## src/rtl/alu_op_sequencer.sv

```systemverilog
// rtl/alu_op_sequencer.sv - Microcoded strobe sequencer driving a single-bus ALU datapath

module alu_op_sequencer #(
    parameter int              NREG   = 16,
    parameter int              IDX_W  = 4,
    parameter int              OP_W   = 5,
    parameter logic [OP_W-1:0] OP_MUL = 5'b01111,
    parameter logic [OP_W-1:0] OP_DIV = 5'b10000,
    parameter logic [OP_W-1:0] OP_NEG = 5'b10001,
    parameter logic [OP_W-1:0] OP_NOT = 5'b10010
) (
    input  logic              clock,
    input  logic              clear,
    input  logic              start,
    input  logic [OP_W-1:0]   op,
    input  logic [IDX_W-1:0]  src_a,
    input  logic [IDX_W-1:0]  src_b,
    input  logic [IDX_W-1:0]  dst,
    output logic [NREG-1:0]   reg_out,
    output logic [NREG-1:0]   reg_in,
    output logic              ry_in,
    output logic              ry_out,
    output logic              rz_in,
    output logic              rzlo_out,
    output logic              rzhi_out,
    output logic              hi_in,
    output logic              lo_in,
    output logic [OP_W-1:0]   alu_op,
    output logic              busy,
    output logic              done
);

    typedef enum logic [2:0] {
        IDLE = 3'd0,
        T0   = 3'd1,
        T1   = 3'd2,
        T2   = 3'd3,
        T3   = 3'd4,
        DONE = 3'd5
    } state_t;

    state_t             state, state_nx;
    logic [OP_W-1:0]    op_q, op_nx;
    logic [IDX_W-1:0]   a_q, a_nx;
    logic [IDX_W-1:0]   b_q, b_nx;
    logic [IDX_W-1:0]   d_q, d_nx;

    logic               unary_nx;
    logic               wide_nx;

    logic [NREG-1:0]    reg_out_nx;
    logic [NREG-1:0]    reg_in_nx;
    logic               ry_in_nx;
    logic               ry_out_nx;
    logic               rz_in_nx;
    logic               rzlo_out_nx;
    logic               rzhi_out_nx;
    logic               hi_in_nx;
    logic               lo_in_nx;
    logic [OP_W-1:0]    alu_op_nx;
    logic               busy_nx;
    logic               done_nx;

    // Indices beyond the register file decode to no enable at all.
    function automatic logic [NREG-1:0] onehot(input logic [IDX_W-1:0] idx);
        logic [NREG-1:0] v;
        v = '0;
        for (int i = 0; i < NREG; i++) begin
            if (idx == IDX_W'(i)) begin
                v[i] = 1'b1;
            end
        end
        return v;
    endfunction

    function automatic logic is_unary(input logic [OP_W-1:0] code);
        return (code == OP_NEG) || (code == OP_NOT);
    endfunction

    function automatic logic is_wide(input logic [OP_W-1:0] code);
        return (code == OP_MUL) || (code == OP_DIV);
    endfunction

    // Next state and operand latch; fields only load on an accepted start in IDLE.
    always_comb begin
        state_nx = state;
        op_nx    = op_q;
        a_nx     = a_q;
        b_nx     = b_q;
        d_nx     = d_q;
        case (state)
            IDLE: begin
                if (start) begin
                    op_nx    = op;
                    a_nx     = src_a;
                    b_nx     = src_b;
                    d_nx     = dst;
                    state_nx = is_unary(op) ? T1 : T0;
                end
            end
            T0:      state_nx = T1;
            T1:      state_nx = T2;
            T2:      state_nx = is_wide(op_q) ? T3 : DONE;
            T3:      state_nx = DONE;
            DONE:    state_nx = IDLE;
            default: state_nx = IDLE;
        endcase
    end

    // Strobe decode for the state about to be entered, so outputs come straight from flops.
    always_comb begin
        unary_nx    = is_unary(op_nx);
        wide_nx     = is_wide(op_nx);
        reg_out_nx  = '0;
        reg_in_nx   = '0;
        ry_in_nx    = 1'b0;
        ry_out_nx   = 1'b0;
        rz_in_nx    = 1'b0;
        rzlo_out_nx = 1'b0;
        rzhi_out_nx = 1'b0;
        hi_in_nx    = 1'b0;
        lo_in_nx    = 1'b0;
        alu_op_nx   = '0;
        busy_nx     = (state_nx != IDLE);
        done_nx     = 1'b0;
        case (state_nx)
            T0: begin
                reg_out_nx = onehot(a_nx);
                ry_in_nx   = 1'b1;
            end
            T1: begin
                alu_op_nx = op_nx;
                rz_in_nx  = 1'b1;
                if (unary_nx) begin
                    reg_out_nx = onehot(a_nx);
                end else begin
                    reg_out_nx = onehot(b_nx);
                    ry_out_nx  = 1'b1;
                end
            end
            T2: begin
                rzlo_out_nx = 1'b1;
                if (wide_nx) begin
                    lo_in_nx = 1'b1;
                end else begin
                    reg_in_nx = onehot(d_nx);
                end
            end
            T3: begin
                rzhi_out_nx = 1'b1;
                hi_in_nx    = 1'b1;
            end
            DONE:    done_nx = 1'b1;
            default: ;
        endcase
    end

    // State, latched fields and registered strobes; clear aborts any operation at once.
    always_ff @(posedge clock or posedge clear) begin
        if (clear) begin
            state    <= IDLE;
            op_q     <= '0;
            a_q      <= '0;
            b_q      <= '0;
            d_q      <= '0;
            reg_out  <= '0;
            reg_in   <= '0;
            ry_in    <= 1'b0;
            ry_out   <= 1'b0;
            rz_in    <= 1'b0;
            rzlo_out <= 1'b0;
            rzhi_out <= 1'b0;
            hi_in    <= 1'b0;
            lo_in    <= 1'b0;
            alu_op   <= '0;
            busy     <= 1'b0;
            done     <= 1'b0;
        end else begin
            state    <= state_nx;
            op_q     <= op_nx;
            a_q      <= a_nx;
            b_q      <= b_nx;
            d_q      <= d_nx;
            reg_out  <= reg_out_nx;
            reg_in   <= reg_in_nx;
            ry_in    <= ry_in_nx;
            ry_out   <= ry_out_nx;
            rz_in    <= rz_in_nx;
            rzlo_out <= rzlo_out_nx;
            rzhi_out <= rzhi_out_nx;
            hi_in    <= hi_in_nx;
            lo_in    <= lo_in_nx;
            alu_op   <= alu_op_nx;
            busy     <= busy_nx;
            done     <= done_nx;
        end
    end

endmodule
```

## config.mk

```make
export PLATFORM = sky130hd
export DESIGN_NAME = alu_op_sequencer
export DESIGN_NICKNAME = d
export VERILOG_FILES = /design/src/rtl/alu_op_sequencer.sv
export SDC_FILE = /design/constraint.sdc
export NUM_CORES = 1
export LEC_CHECK = 0
export BUFFER_PORTS_ARGS = -buffer_cell sky130_fd_sc_hd__buf_2
export CAP_MARGIN = 15
export CORE_ASPECT_RATIO = 1.75
export CORE_MARGIN = 2
export CORE_UTILIZATION = 55
export CTS_CLUSTER_SIZE = 16
export DETAILED_ROUTE_END_ITERATION = 12
export GPL_TIMING_DRIVEN = 0
export PLACE_DENSITY_LB_ADDON = 0.25
export SETUP_SLACK_MARGIN = 0.3
export SLEW_MARGIN = 20
export SYNTH_ARGS = -nofsm -noshare
export SYNTH_HDL_FRONTEND = slang
export SYNTH_SLANG_ARGS = --single-unit
```

## constraint.sdc

```tcl
create_clock -name clock -period 4.2 [get_ports clock]
set_input_delay 0.42 -clock clock [delete_from_list [all_inputs] [get_ports clock]]
set_output_delay 0.42 -clock clock [all_outputs]
set_load 0.02 [all_outputs]
```

After elaboration in Yosys (flattened, before gate mapping)
Index checks and enable logic that the tools add are counted.
{ "totals": {"elab_cells": 161, "input_bits": 20, "ff_bits": 65, "output_inout_bits": 46} }
{ "op_classes": {"n_eq_ne": 62, "muxes": 74, "n_reduce_logical": 9} }
{ "op_table": {"columns": ["operator", "n"], "rows": [
  ["equality test 4 bit (second input constant)", 24],
  ["2-to-1 mux 1 bit", 58],
  ["equality test 4 x 3 -> 1 bit (second input constant)", 12],
  ["2-to-1 mux 16 bit", 3],
  ["case mux 16 bit (2 select lines)", 1],
  ["equality test 5 bit (second input constant)", 6],
  ["equality test 4 x 2 -> 1 bit (second input constant)", 6],
  ["2-to-1 mux 4 bit", 6],
  ["2-to-1 mux 5 bit", 3],
  ["case mux 3 bit (5 select lines)", 1],
  ["equality test 3 x 2 -> 1 bit (second input constant)", 4],
  ["equality test 4 x 1 -> 1 bit (second input constant)", 3],
  ["zero test 4 bit", 3],
  ["equality test 5 x 4 -> 1 bit (second input constant)", 2],
  ["equality test 3 bit (second input constant)", 3],
  ["equality test 3 x 1 -> 1 bit (second input constant)", 2],
  ["logical OR 1 bit", 4],
  ["zero test 3 bit", 1],
  ["2-to-1 mux 3 bit", 1],
  ["nonzero test 3 bit", 1],
  ["2-to-1 mux 2 bit", 1]
]} }

Logic depth before layout (Yosys ltp)
{ "depth": {"ltp_word": 7, "mapped_depth": 9, "ltp_nobuf": 6} }

Worst setup path before layout
OpenSTA, ideal clock, no wires.
{ "synth_timing": {"kind": "flip-flop to flip-flop", "start": "register state[1]", "end": "register reg_out[15]", "path_slack_ns": 2.107, "path_stages_with_launch": 8, "arrival_time_ns": 2.017, "n_path_buf": 2, "synth_period_minus_slack_ns": 2.093, "path_cell_list": "dfrtp_1 buf_6 or4b_4 buf_6 or4_4 a22oi_1 o31ai_1 o21ai_1"} }
{ "synth_via": {"elab_chain_cells": 6} }
{ "synth_rtl": {"columns": ["item", "line", "source"], "rows": [
  ["start: declaration", "42", "state_t state, state_nx;"],
  ["start signal: assignment", "179", "state <= state_nx;"],
  ["zero test 3 bit", "91", "case (state)"],
  ["2-to-1 mux 4 bit / 2-to-1 mux 5 bit (equally long branches)", "91", null],
  ["equality test 4 bit / equality test 5 bit (equally long branches)", "69, 77", null],
  ["2-to-1 mux 1 bit / logical OR 1 bit (equally long branches)", "69, 77", null],
  ["2-to-1 mux 16 bit", "134", "if (unary_nx) begin"],
  ["case mux 16 bit (2 select lines) (*)", "126", "case (state_nx)"],
  ["via reg_out_nx[15]", "51", "logic [NREG-1:0] reg_out_nx;"],
  ["end signal: assignment", "184", "reg_out <= reg_out_nx;"],
  ["end: declaration", "19", "output logic [NREG-1:0] reg_out,"]
]} }
The timed path passes the listed nets; every way through them passes the cells marked *.

Final worst setup path
{ "layout_timing": {"start": "register state[0]", "end": "register reg_out[6]"} }
{ "layout_via": {"elab_chain_cells": 6} }
{ "layout_rtl": {"columns": ["item", "line"], "rows": [
  ["zero test 3 bit", "91"],
  ["2-to-1 mux 4 bit / 2-to-1 mux 5 bit (equally long branches)", "91"],
  ["equality test 4 x 3 -> 1 bit / equality test 5 bit (equally long branches)", "69, 77"],
  ["2-to-1 mux 1 bit / logical OR 1 bit (equally long branches)", "69, 77"],
  ["2-to-1 mux 16 bit", "134"],
  ["case mux 16 bit (2 select lines) (*)", "126"],
  ["via reg_out_nx[6]", "51"]
]} }
Marked as above.

==> summary.md <==
| Metric | Value |
|---|---|
| HPWL after DPL | `6.27 mm` |
| Crit end category | `register` |
| Post-synth EDFFs | `0` |
| Worst Path Arrival | `2.87 ns` |
| Final instance area | `3750 um^2` |
| Die area | `6330 um^2` |
| First DRT Iteration DRCs | `178` |
| # hold bufs at CTS | `1` |
| Tot GR Track Use | `28.6%` |
| DRT Wirelength | `8.41 mm` |
| Final Max Slew Viols | `0` |
| Cell count after synthesis | `334` |
| Max Cap Viol | `0` |
| P per Cell Area | `619 nW/um^2` |
| Sequential cell area fraction in the yosys report | `52.0%` |
| Warnings from Yosys | `0` |
| Post-synth top area cell | `dfrtp_1` |
| Worst Hold Path Cells | `3` |
| Fmax | `0.375 GHz` |
| Grt ovf | `0` |
| Clock latency on the worst-skew pair | `0.36 ns` |
| Initial DRT Pass Iterations | `5` |
| H-tree depth | `3` |
| Status | `complete, no violations` |
| Worst-path fanout max | `10` |
| Clk_skew | `0.0106 ns` |
| DRC | `0` |
| Min Clock Period, post-route | `2.66 ns` |
| Yosys reg bits | `65` |
| Critical Path RT | `4.41 ns` |
| Die width | `61.0 um` |
| Antenna Cells | `0` |
| First-pass GRT wire length | `13.2 mm` |
| CTS tree | `built` |
| Per-cell routed wire length | `17.1 um` |
| Post-CTS sizing | `0` |
| Slew headroom | `54.9%` |
| CP startpoint kind | `register` |
| Async S/R FF share, synth | `100%` |
| Vias per std cell | `5.75` |
| RSZ-0062 raised after global routing | `no` |
| Avg Inst Size Synth | `9.37 um^2` |
| Post-Syn Nets | `354` |
| R2r worst-path depth | `7` |
| Maximum VDD drop | `0.355 mV` |
| FF-to-FF Start | `state[0]$_DFF_PP0_` |
| Reg2Reg Setup Slack | `1.54 ns` |
| Synth unique cells | `42` |
| Boundary pin count | `66` |
| Post-synth top area share | `52.0%` |
| Most used cell, CP | `clkbuf_1` |
| R2r endpoint | `reg_out[6]$_DFF_PP0_` |
| Cell Chain, Critical Path | `buf_4, nor4b_4, clkbuf_1, clkbuf_1, nor4_1, nor3_1, o22ai_1` |
| Leakage power | `1.86 nW` |
| Crit-path slowest cell | `nor4b_4` |
| Max incr delay on CP | `0.58 ns` |
| Cells after DPL | `476` |
| Area grow syn2layout | `19.9%` |
| CTS buffer count | `9` |
| Post-Syn Area | `3130 um^2` |
| Row count | `36` |
| Post-route ant nets | `0` |
| Synth Flop Type | `dfrtp_1` |
| Port Buffer Count | `65` |
| Setup TNS | `0 ns` |
| Share of cells above drive strength 1 | `24.7%` |
| Min-Delay Path Class | `primary input to register` |
| Largest net degree at the start of global routing | `48` |
| Final setup fails | `0` |
| Post-DP Area | `3570 um^2` |
| Root Driver | `clkbuf_8` |
| Beginning of the worst hold path | `dst[1]` |
| Worst Tran Pin Value | `0.672 ns` |
| DR vias | `2833` |
| Finished Layout Cells | `493` |
| Layout Nets | `432` |
| Initial core utilization | `56.5%` |
| Gpl congestion | `0.938` |
| Final hold vios | `0` |
| Antenna violations before repair | `0` |
| Clk pin slew, worst setup/hold paths | `0.07 ns` |
| Hold path endpoint | `d_q[1]$_DFF_PP0_` |
| Vias in the first global route | `2655` |
| Fin Hold WS | `0.274 ns` |
| Core area | `5540 um^2` |
| Die Height | `104 um` |
| Setup Fix Bufs, Post-CTS | `0` |
| Period utilization | `63.4%` |
| Critical path type | `register to register` |
| Clk sinks | `65` |
| Synth area leaders | `dfrtp_1 52%, nand2_1 8.0%, nor2_1 4.0%` |
| Maximum clock path buffer count | `2` |
[cell usage in the layout, fill, tap and decap left out, drive strengths merged, types with 7 or more instances in the layout]
| master | instances |
|---|---|
| inv | 8 |
| nor3 | 13 |
| or3 | 7 |
| o21ai | 13 |
| nand2 | 67 |
| mux2i | 9 |
| clkbuf | 15 |
| dfrtp | 65 |
| o22ai | 9 |
| nand3 | 8 |
| nor2 | 33 |
| a21oi | 14 |
| buf | 75 |
| nand2b | 11 |
[how the worst max path moves through the flow]
stage,startpoint,endpoint,slack (ns),cells after the start
after floorplan,state[1]$_DFF_PP0_,reg_out[15]$_DFF_PP0_,2.11,7
after global placement,clear,b_q[3]$_DFF_PP0_,1.58,2
after detailed placement,state[0]$_DFF_PP0_,reg_out[6]$_DFF_PP0_,1.59,7
after CTS,state[0]$_DFF_PP0_,reg_out[6]$_DFF_PP0_,1.59,7
after global routing,state[0]$_DFF_PP0_,reg_out[2]$_DFF_PP0_,1.30,7
final,state[0]$_DFF_PP0_,reg_out[6]$_DFF_PP0_,1.54,7
[metal layers]
metal | wire, um | part of all wire (%) | track usage, % | up-vias
li1 | - | - | - | 1338
met1 | 3030 | 36 | 33.3 | 1354
met2 | 4590 | 55 | 47.0 | 110
met3 | 458 | 5.4 | 7.12 | 31
met4 | 336 | 4.0 | 13.5 | 0
met5 | 0 | 0 | 0 | -
[where the power goes]
| group | switching, mW | total [mW] | internal, mW |
|---|---|---|---|
| clock network | 0.252 | 0.464 | 0.212 |
| logic | 0.636 | 0.964 | 0.328 |
| registers | 0.112 | 0.894 | 0.782 |
| total | 1.00 | 2.32 | 1.32 |
[cells in the mapped netlist (5+ instances only)]
cell type and count:
a21oi_1 14, inv_1 7, nor3b_1 6, dfrtp_1 65
clkbuf_1 6, nand2_1 67, o31ai_1 6, nor2_1 33
nor2b_1 5, o32ai_1 6, o21ai_1 6, o221ai_1 6
nor3_1 13, nor4_1 6, nand3_1 8, or3_1 7
o22ai_1 9, nand2b_1 11, o21ai_0 7, mux2i_1 9
[state kept, by name, summed over array words and instances, names as in the netlist]
name      flops
b_q           4
ry_in         1
reg_out      16
rz_in         1
busy          1
lo_in         1
ry_out        1
a_q           4
state         3
rzlo_out      1
hi_in         1
alu_op        5
op_q          5
done          1
d_q           4
reg_in       16
[final cells by class]
cell class,instances,area [um^2]
Multi-Input combinational cell,247,1390
Clock buffer,9,124
Fill cell,478,1790
Tap cell,76,95.1
Inverter,7,28.8
Clock inverter,7,46.3
Sequential cell,65,1630
Timing Repair Buffer,67,355
Buffer,15,87.6
[cell families (layout without fill, tap and decap cells)]
family | Yosys count | in the layout | share of synthesized area [%]
flops | 65 | 65 | 52.0
buf+inv | 22 | 105 | 3.64
xor+xnor | 3 | 3 | 0.840
mux | 12 | 12 | 3.96
simple gates | 171 | 171 | 26.9
compound gates | 61 | 61 | 12.7
[critical path, delay by kind of cell, from the launching register on]
family | cells | cell delay (ns)
compound gates | 1 | 0.13
simple gates | 3 | 0.94
flops | 1 | 0.36
buf+inv | 3 | 1.07
[through the flow]
step                setup WS, ns  power [mW]  util (%)
floorplan                   2.11        1.56         -
global placement            1.58        1.84      64.1
detailed placement          1.59        1.85      64.5
CTS                         1.59        2.32      67.7
global route                1.30        2.47      67.7
finish                      1.54        2.32      67.7
No activity file was read; power rests on OpenSTA's default activity.
